`src/rtl/cla_result_buffer.sv`:
```
// Result buffer behind a fixed-latency pipelined adder: aligns valid flags,
// captures {cout,sum} with derived status flags into a credit-guarded FIFO.
// Ports: clk, rst (sync, active-high); issue_valid/issue_ready, a_msb, b_msb
// on the issue side; sum, cout from the adder; out_* ready/valid head; count.
module cla_result_buffer #(
  parameter int WIDTH   = 32,
  parameter int LATENCY = 4,
  parameter int DEPTH   = 8
) (
  input  logic                     clk,
  input  logic                     rst,
  input  logic                     issue_valid,
  output logic                     issue_ready,
  input  logic                     a_msb,
  input  logic                     b_msb,
  input  logic [WIDTH-1:0]         sum,
  input  logic                     cout,
  output logic                     out_valid,
  input  logic                     out_ready,
  output logic [WIDTH-1:0]         out_sum,
  output logic                     out_cout,
  output logic                     out_zero,
  output logic                     out_neg,
  output logic                     out_ovf,
  output logic [$clog2(DEPTH):0]   count
);

  localparam int PW = $clog2(DEPTH);
  localparam int CW = PW + 1;
  localparam int SW = CW + 1;
  localparam int IW = $clog2(LATENCY + 1);
  localparam int EW = WIDTH + 4;

  logic [LATENCY-1:0] v_q, v_d;
  logic [LATENCY-1:0] am_q, am_d;
  logic [LATENCY-1:0] bm_q, bm_d;
  logic [IW-1:0]      infl_q, infl_d;
  logic [PW-1:0]      wp_q, wp_d;
  logic [PW-1:0]      rp_q, rp_d;
  logic [CW-1:0]      cnt_q, cnt_d;
  logic [EW-1:0]      mem_q [DEPTH];

  logic acc, wr, pop;
  logic zero_w, neg_w, ovf_w;
  logic [EW-1:0] ent_w, head;

  // Credits count both queued and in-flight results, so a slot is
  // always reserved before the adder is allowed to start an operation.
  assign issue_ready = ({1'b0, cnt_q} + SW'(infl_q)) < SW'(DEPTH);
  assign acc = issue_valid && issue_ready;
  assign wr  = v_q[LATENCY-1];
  assign out_valid = cnt_q != '0;
  assign pop = out_valid && out_ready;

  assign zero_w = sum == '0;
  assign neg_w  = sum[WIDTH-1];
  assign ovf_w  = (am_q[LATENCY-1] == bm_q[LATENCY-1]) &&
                  (sum[WIDTH-1] != am_q[LATENCY-1]);
  assign ent_w  = {ovf_w, neg_w, zero_w, cout, sum};

  assign head     = mem_q[rp_q];
  assign out_sum  = head[WIDTH-1:0];
  assign out_cout = head[WIDTH];
  assign out_zero = head[WIDTH+1];
  assign out_neg  = head[WIDTH+2];
  assign out_ovf  = head[WIDTH+3];
  assign count    = cnt_q;

  always_comb begin
    v_d     = '0;
    am_d    = '0;
    bm_d    = '0;
    v_d[0]  = acc;
    am_d[0] = a_msb;
    bm_d[0] = b_msb;
    for (int i = 1; i < LATENCY; i++) begin
      v_d[i]  = v_q[i-1];
      am_d[i] = am_q[i-1];
      bm_d[i] = bm_q[i-1];
    end
    infl_d = infl_q;
    if (acc && !wr) infl_d = infl_q + IW'(1);
    else if (!acc && wr) infl_d = infl_q - IW'(1);
    cnt_d = cnt_q;
    if (wr && !pop) cnt_d = cnt_q + CW'(1);
    else if (!wr && pop) cnt_d = cnt_q - CW'(1);
    wp_d = wr ? wp_q + PW'(1) : wp_q;
    rp_d = pop ? rp_q + PW'(1) : rp_q;
  end

  always_ff @(posedge clk) begin
    if (rst) begin
      v_q    <= '0;
      am_q   <= '0;
      bm_q   <= '0;
      infl_q <= '0;
      wp_q   <= '0;
      rp_q   <= '0;
      cnt_q  <= '0;
      for (int i = 0; i < DEPTH; i++) mem_q[i] <= '0;
    end else begin
      v_q    <= v_d;
      am_q   <= am_d;
      bm_q   <= bm_d;
      infl_q <= infl_d;
      wp_q   <= wp_d;
      rp_q   <= rp_d;
      cnt_q  <= cnt_d;
      if (wr) mem_q[wp_q] <= ent_w;
    end
  end

  always @(posedge clk) begin
    if (!rst) assert (!(wr && cnt_q == CW'(DEPTH)));
  end

endmodule

```
`config.mk`:
```
export PLATFORM = sky130hd
export DESIGN_NAME = cla_result_buffer
export DESIGN_NICKNAME = d
export VERILOG_FILES = /design/src/rtl/cla_result_buffer.sv
export SDC_FILE = /design/constraint.sdc
export NUM_CORES = 1
export LEC_CHECK = 0
export CORE_MARGIN = 2
export CORE_UTILIZATION = 40
export DETAILED_ROUTE_END_ITERATION = 10
export GPL_TIMING_DRIVEN = 0
export SETUP_SLACK_MARGIN = 0.15
export SYNTH_ARGS = -nofsm -noshare
export SYNTH_HDL_FRONTEND = slang
export SYNTH_SLANG_ARGS = --single-unit
```
`constraint.sdc`:
```
create_clock -name clk -period 3.7 [get_ports clk]
set_input_delay 0.74 -clock clk [delete_from_list [all_inputs] [get_ports clk]]
set_output_delay 0.74 -clock clk [all_outputs]
set_load 0.01 [all_outputs]
```
After elaboration in Yosys (flattened, before gate mapping)
Memory sizes are Yosys's and may differ from the RTL's. A register that Yosys moved wholly into a read port is not among the register bits.
Cells that the tools add are included.
Storage, ports and cells
  output and inout bits: 42
  memories: 1
  RAM bits: 288
  register bits: 25
  word-level logic and storage cells: 47
Memory list
  mem_q: words 8, width 36, rd ports 1, clocked after memory_dff 1, write ports 8, RTL line 41  | logic [EW-1:0] mem_q [DEPTH];
Cells by class
  reductions and logical operators: 15
  equality and inequality tests: 2
  $lt $le $gt $ge: 1
  add/sub/neg operators: 7
  multiplexer cells: 14
Operator list (count)
  2-to-1 mux 36 bit: 1
  OR reduction 36 bit: 1
  zero test 32 bit: 1
  2-to-1 mux 3 bit: 5
  adder 3 x 1 -> 3 bit, second input constant: 3
  2-to-1 mux 4 bit: 2
  logical AND 1 bit: 7
  2-to-1 mux 1 bit: 6
  adder 4 x 3 -> 5 bit: 1
  less-than comparator 5 x 4 -> 1 bit, second input constant: 1
  adder 4 x 1 -> 4 bit, second input constant: 1
  nonzero test 2 bit: 2
  nonzero test 4 bit: 1
  subtractor 4 x 1 -> 4 bit, second input constant: 1
  zero test 1 bit: 3
  subtractor 3 x 1 -> 3 bit, second input constant: 1
  equality test 1 bit: 1
  inequality test 1 bit: 1

Logic depth before layout (Yosys ltp)
Gate-level depths: netlist (run 1).
  depth after elaboration: 7
  gate-level depth with buffers: 10
  depth with buffers taken out: 10

Least setup slack after synthesis (run 1)
No wires, ideal clock.
  path kind: input to register
  from: in rst
  to: mem mem_q[1][0] (netlist name), enable pin
  cell stages on the path: 2
  required time: 3.265 ns
  arrival time: 2.819 ns
  slack: 0.447 ns
  buffers on the path: 0
  path through: or3b_4 o21bai_1
RTL lines
  start, declared: RTL line 11  | input logic rst,
  end, declared: RTL line 41

==> results of run 1 <==
[cell usage after synthesis, drive strengths merged]
| cell type | instances |
|---|---|
| a21oi | 5 |
| and2 | 199 |
| nand3 | 6 |
| mux2 | 36 |
| nor3b | 1 |
| nand2 | 7 |
| dfxtp | 28 |
| inv | 5 |
| and2b | 1 |
| or3b | 1 |
| xor2 | 6 |
| buf | 14 |
| a31oi | 1 |
| fa | 2 |
| nand2b | 6 |
| or3 | 1 |
| a211oi | 2 |
| xnor2 | 2 |
| nand4 | 3 |
| or4 | 1 |
| mux2i | 3 |
| a31o | 1 |
| nor3 | 3 |
| o21bai | 1 |
| mux4 | 70 |
| nor2 | 37 |
| ha | 8 |
| and3 | 66 |
| edfxtp | 280 |
| clkbuf | 48 |
| nor2b | 13 |
| o21ai | 1 |
| nand3b | 1 |
| or2 | 3 |
| nor4 | 8 |
[kinds of logic after synthesis]
kind of cell	count (synthesis)	share of synthesized area (%)
flip-flops	308	64.7
adder cells (fa/ha/maj)	10	1.01
XOR/XNOR	8	0.505
buffers and inverters	67	2.41
multiplexers	109	15.4
AO/OA/AOI/OAI	11	0.487
AND/OR/NAND/NOR	357	15.5
[timing repair]
action	in CTS	in global routing
buffers inserted	0	0
resized for setup	11	6
setup endpoints to repair	36	1
hold buffers	0	0
pin swaps	0	0
[stage by stage]
step                      cells  utilization, %
after floorplan             870               -
after global placement     1405            44.3
after detailed placement   1411            44.8
after CTS                  1472            48.2
after global routing       1472            48.2
final                      1472            48.2
[layer usage]
layer  global-route usage, %  vias up  part of all wire, %
met2                    30.3      203                   48
met1                    26.4     3919                   45
met3                    3.63       59                  4.8
met4                    5.87        0                  2.6
met5                       0        -                    0
li1                        -     3534                    -
[registers in the layout (all words and copies together) (netlist names), named ones only]
name / cells
am_q: 4
bm_q: 4
count: 4
infl_q: 3
mem_q: 280
rp_q: 3
v_q: 4
wp_q: 3
[power groups by stage]
stage	sequential (mW)	combinational (mW)	clock [mW]
detailed placement	4.11	2.00	0
finish	4.03	1.97	3.43
global placement	4.11	1.97	0
global route	4.05	2.14	3.63
floorplan	4.09	1.23	0
CTS	4.03	2.02	3.49
[final cells by class]
class | count | area share, %
flip-flops and latches | 308 | 54.2
multi-input cells | 495 | 27.7
clock buffers | 47 | 6.20
repair buffers | 86 | 5.70
well taps | 455 | 3.44
plain buffers | 62 | 2.02
clock inverters | 14 | 0.695
inverters | 5 | 0.113
[worst min path at each step]
stage / startpoint / endpoint / depth (start not counted)
floorplan: am_q[0] / am_q[1] / 1
global placement: v_q[0] / v_q[1] / 1
detailed placement: am_q[2] / am_q[3] / 1
CTS: am_q[2] / am_q[3] / 1
global route: v_q[0] / v_q[1] / 1
finish: am_q[2] / am_q[3] / 1
==> impl_metrics.py, run 1 <==
metrics = {
    "pwr": {
        "ir_drop_mv": 0.343,
        "powerDensity_nw_per_um2": 569,
        "pwr-share-comb_pct": 20.9,
        "switchingPower_mw": 2.33,
        "switching_share_pct": 24.7,
        "finalPower_mw": 9.43,
        "clockPowerShare_pct": 36.4,
        "static-leakage-power_nw": 6.22,
        "seq_power_share_pct": 42.8,
        "p_int_mw": 7.10,
    },
    "finish": {
        "area_growth_pct": 19.5,
        "multi_input_area_sq_um": 4580,
        "num-fill-cells": 2951,
        "final_nets": 1042,
        "layout_common_cells": "edfxtp_1, and2_1, clkdlybuf4s50_1, and3_1, clkbuf_16",
        "fin_area_sq_um": 16600,
        "layout-drive-gt1-share_pct": 17.2,
        "final_common_cell": "edfxtp_1",
        "n_antenna_cell": 0,
        "regArea_sq_um": 8970,
    },
    "die": {
        "start_util_pct": 40.3,
        "die_w_microns": 190,
        "row_count": 68,
        "fp.dieArea_sq_um": 36200,
        "design.core.area_sq_um": 34400,
        "die_h_microns": 190,
        "io_pins": 81,
    },
    "critical_path": {
        "critPathSlowestCell": "mux4_2",
        "r2r_slack_ns": 0.86,
        "r2r_cells": 4,
        "crit_path_max_incr_delay_ns": 0.53,
        "start_kind": "flip-flop",
        "path_class": "reg -> out",
        "rr_endpoint": "mem_q[3][18]",
        "cp_max_fo": 10,
        "cp.depth": 6,
        "cp-end-kind": "output pin",
        "critPathTopFamily": "buffers and inverters",
        "critPathArrivalTime_ns": 2.69,
        "path_buf_inv": 4,
        "regToRegStartpoint": "wp_q[2]",
        "crit_chain": "buf_6 > buf_6 > mux4_2 > mux2_2 > buf_4 > clkdlybuf4s50_1",
        "cp.required_ns": 2.96,
        "endpoint": "out_sum[31]",
        "crit_top_cell": "buf_6",
    },
    "sta": {
        "rsz0062_at_grt": "no",
        "relSlewSlack_pct": 19.9,
        "fmax_mhz": 291,
        "finalHoldViolations": 0,
        "min_period_ns": 3.43,
        "period_share_pct": 92.8,
        "worst_slew_pin_slew_ns": 1.20,
        "worst_hold_slack_ns": 0.433,
        "slew_violations": 0,
        "final.setup.tns_ns": 0,
        "setup_viol": 0,
        "fin_skew_ns": 0.0109,
        "fin_ws_ns": 0.266,
    },
    "cts": {
        "clock_latency_ns": 0.52,
        "cts_tree": "built",
        "cts_root_buf": "clkbuf_16",
        "numCtsBuffers": 35,
        "cts_sinks": 308,
        "htreeDepth": 2,
        "clockBufferDepth": 3,
        "clk_pin_slew_ns": 0.06,
    },
    "logic_synthesis": {
        "yosysSeqAreaShare_pct": 64.7,
        "synth_area_sq_um": 13900,
        "synth_top_area_share_pct": 60.7,
        "syn-num-nets": 919,
        "synth_seq_cells": 308,
        "yosysWarnings": 0,
        "syn_inst": 870,
        "synth.avg_cell_area_sq_um": 15.9,
        "yosysTopAreaCell": "edfxtp_1",
        "synth.area.top_cells": "edfxtp_1, and2_1, mux4_2",
        "ys_types": 42,
    },
    "routing": {
        "drc": 0,
        "first_iter_violations": 590,
        "routed_via_density": 5.24,
        "dr_total_vias": 7715,
        "routedWlPerCell_microns": 22.5,
        "antenna_left": 0,
        "dr.pass1.iters": 5,
        "wirelength_mm": 33.2,
    },
    "global_routing": {
        "grt_max_degree": 36,
        "grt-ovfl-total": 0,
        "antenna_found_initial": 0,
        "grt_usage_pct": 19.0,
        "grt_pass1_wl_mm": 50.4,
        "first_global_vias": 8029,
    },
    "outcome": {
        "outcome": "completed",
    },
    "placement": {
        "numPortBuffers": 80,
        "gp_congestion": 0.753,
        "placed_area_sq_um": 15400,
        "place_ws_ns": 0.0272,
        "dp_hpwl_mm": 20.6,
    },
    "job": {
        "max_cap_violations": 0,
    },
    "min_path": {
        "hp-class": "reg -> reg",
    },
}
(Power assumes the default switching activity.)
==> run 2: changes to the inputs <==
--- a/config.mk
+++ b/config.mk
@@ -9,6 +9,7 @@
 export CORE_UTILIZATION = 40
 export DETAILED_ROUTE_END_ITERATION = 10
 export GPL_TIMING_DRIVEN = 0
+export PLACE_DENSITY = 0.64
 export SETUP_SLACK_MARGIN = 0.15
 export SYNTH_ARGS = -nofsm -noshare
 export SYNTH_HDL_FRONTEND = slang
==> run 2 against run 1 <==
Effect of this change:
- total power fell by 0.90%
- combinational power is essentially flat
- sequential share of layout area grew 0.16 points
- utilization is 0.15 points lower
- critical path depth unchanged
- worst hold slack improved by 0.0012 ns
- via count is 0.45% higher
- highest routed layer unchanged
- flip-flop and latch count stayed put
- register-to-register slack improved by 0.06 ns
- setup slack lost 0.030 ns
- die area unchanged
==> impl_metrics.py, run 2 (synthesis gave the netlist of run 1 again) <==
metrics = {
    "outcome": {
        "outcome": "completed",
    },
    "global_routing": {
        "grt-ovfl-total": 0,
        "grt_usage_pct": 18.5,
        "grt_pass1_wl_mm": 49.7,
        "first_global_vias": 8057,
        "grt_max_degree": 36,
        "antenna_found_initial": 0,
    },
    "job": {
        "max_cap_violations": 0,
    },
    "routing": {
        "routed_via_density": 5.28,
        "routedWlPerCell_microns": 22.4,
        "drc": 0,
        "wirelength_mm": 32.8,
        "antenna_left": 0,
        "dr.pass1.iters": 4,
        "dr_total_vias": 7750,
        "first_iter_violations": 692,
    },
    "critical_path": {
        "r2r_cells": 10,
        "cp.required_ns": 2.96,
        "regToRegStartpoint": "count[1]",
        "critPathArrivalTime_ns": 2.72,
        "path_buf_inv": 4,
        "critPathSlowestCell": "clkdlybuf4s50_1",
        "r2r_slack_ns": 0.92,
        "critPathTopFamily": "buffers and inverters",
        "start_kind": "flip-flop",
        "cp-end-kind": "output pin",
        "path_class": "reg -> out",
        "rr_endpoint": "infl_q[2]",
        "cp_max_fo": 10,
        "crit_path_max_incr_delay_ns": 0.46,
        "crit_chain": "clkbuf_2 > clkbuf_4 > mux4_2 > mux2_2 > buf_4 > clkdlybuf4s50_1",
    },
    "die": {
        "row_count": 68,
        "io_pins": 81,
        "die_w_microns": 190,
        "die_h_microns": 190,
        "design.core.area_sq_um": 34400,
        "fp.dieArea_sq_um": 36200,
        "start_util_pct": 40.3,
    },
    "finish": {
        "multi_input_area_sq_um": 4580,
        "final_common_cell": "edfxtp_1",
        "num-fill-cells": 2958,
        "fin_util_pct": 48.0,
        "final_nets": 1041,
        "n_antenna_cell": 0,
        "largest_register_ffs": 280,
        "layout_common_cells": "edfxtp_1, and2_1, clkdlybuf4s50_1, and3_1, clkbuf_1",
        "area_growth_pct": 19.1,
        "largest-register": "mem_q",
        "layout-drive-gt1-share_pct": 16.5,
        "regArea_sq_um": 8970,
    },
    "placement": {
        "gp_congestion": 0.756,
        "numPortBuffers": 80,
        "dp_hpwl_mm": 20.9,
    },
    "cts": {
        "clk_pin_slew_ns": 0.06,
        "clockBufferDepth": 3,
        "cts_root_buf": "clkbuf_16",
        "cts_tree": "built",
        "cts_sinks": 308,
        "numCtsBuffers": 34,
        "htreeDepth": 2,
        "clock_latency_ns": 0.51,
    },
    "pwr": {
        "clockPowerShare_pct": 35.7,
        "ir_drop_mv": 0.365,
        "p_int_mw": 7.04,
        "pwr-share-comb_pct": 21.1,
        "switchingPower_mw": 2.30,
        "static-leakage-power_nw": 6.18,
        "switching_share_pct": 24.6,
        "powerDensity_nw_per_um2": 566,
        "seq_power_share_pct": 43.2,
    },
    "min_path": {
        "hold_path_end": "v_q[1]",
        "hp-class": "reg -> reg",
        "hold_path.startpoint": "v_q[0]",
        "min_delay_path_depth": 1,
    },
    "sta": {
        "finalHoldViolations": 0,
        "rsz0062_at_grt": "no",
        "relSlewSlack_pct": 19.0,
        "period_share_pct": 93.6,
        "fin_skew_ns": 0.0199,
        "final.setup.tns_ns": 0,
        "slew_violations": 0,
        "fmax_mhz": 289,
        "worst_slew_pin_slew_ns": 1.22,
        "setup_viol": 0,
        "min_period_ns": 3.46,
    },
}
run 2: cell count changes in the layout (fill, tap and decap cells not counted):
cell / change
inv_6: -1
clkinv_1: +1
clkinv_2: -4
bufinv_16: +1
clkbuf_2: -1
clkbuf_1: +3
buf_1: +1
buf_2: -1
clkbuf_8: -2
clkinv_4: +2
clkbuf_16: -2
run 2: stage by stage:
step	std cells	area, sq um	hold slack, ns	power (mW)	worst slack (ns)
floorplan	870	13900	0.414	5.32	0.447
global placement	1405	15200	0.417	6.07	-1.58
detailed placement	1411	15400	0.424	6.10	0.154
CTS	1469	16500	0.439	9.43	0.117
global route	1469	16500	0.451	9.68	0.166
finish	1469	16500	0.435	9.34	0.236
run 2: cell type report:
class / count / share of cell area [%]
flip-flops and latches: 308 / 54.3
inverters: 5 / 0.114
well taps: 455 / 3.45
clock inverters: 13 / 0.834
multi-input cells: 495 / 27.8
clock buffers: 45 / 5.79
repair buffers: 86 / 5.71
plain buffers: 62 / 2.02
run 2: power groups by stage:
stage | combinational, mW | sequential, mW | clock (mW)
global route | 2.12 | 4.05 | 3.50
CTS | 2.01 | 4.04 | 3.39
floorplan | 1.23 | 4.09 | 0
global placement | 1.96 | 4.11 | 0
finish | 1.98 | 4.03 | 3.33
detailed placement | 1.99 | 4.11 | 0
run 2: how the worst max path moves through the flow:
stage	start	endpoint	slack, ns	cells past startpoint
floorplan	rst	mem_q[1][0]	0.45	2
global placement	rst	mem_q[1][17]	-1.58	3
detailed placement	rst	mem_q[3][16]	0.15	4
CTS	flip-flop	out_sum[31]	0.12	6
global route	flip-flop	out_sum[31]	0.17	6
finish	flip-flop	out_sum[31]	0.24	6
run 2: what timing repair did:
| action | 4_1_cts | 5_1_grt |
|---|---|---|
| hold buffers | 0 | 0 |
| gates resized for setup | 10 | 4 |
| setup endpoints to repair | 36 | 1 |
| buffers inserted | 0 | 0 |
| pin swaps | 0 | 0 |
run 2: per-layer routing:
metal  GRT usage (%)  vias to the layer above  routed length (microns)
met5               0                        -                        0
met4            4.44                        0                      645
met3            2.75                       42                     1460
met2            30.8                      211                    16100
met1            25.7                     3967                    14700
li1                -                     3530                        -
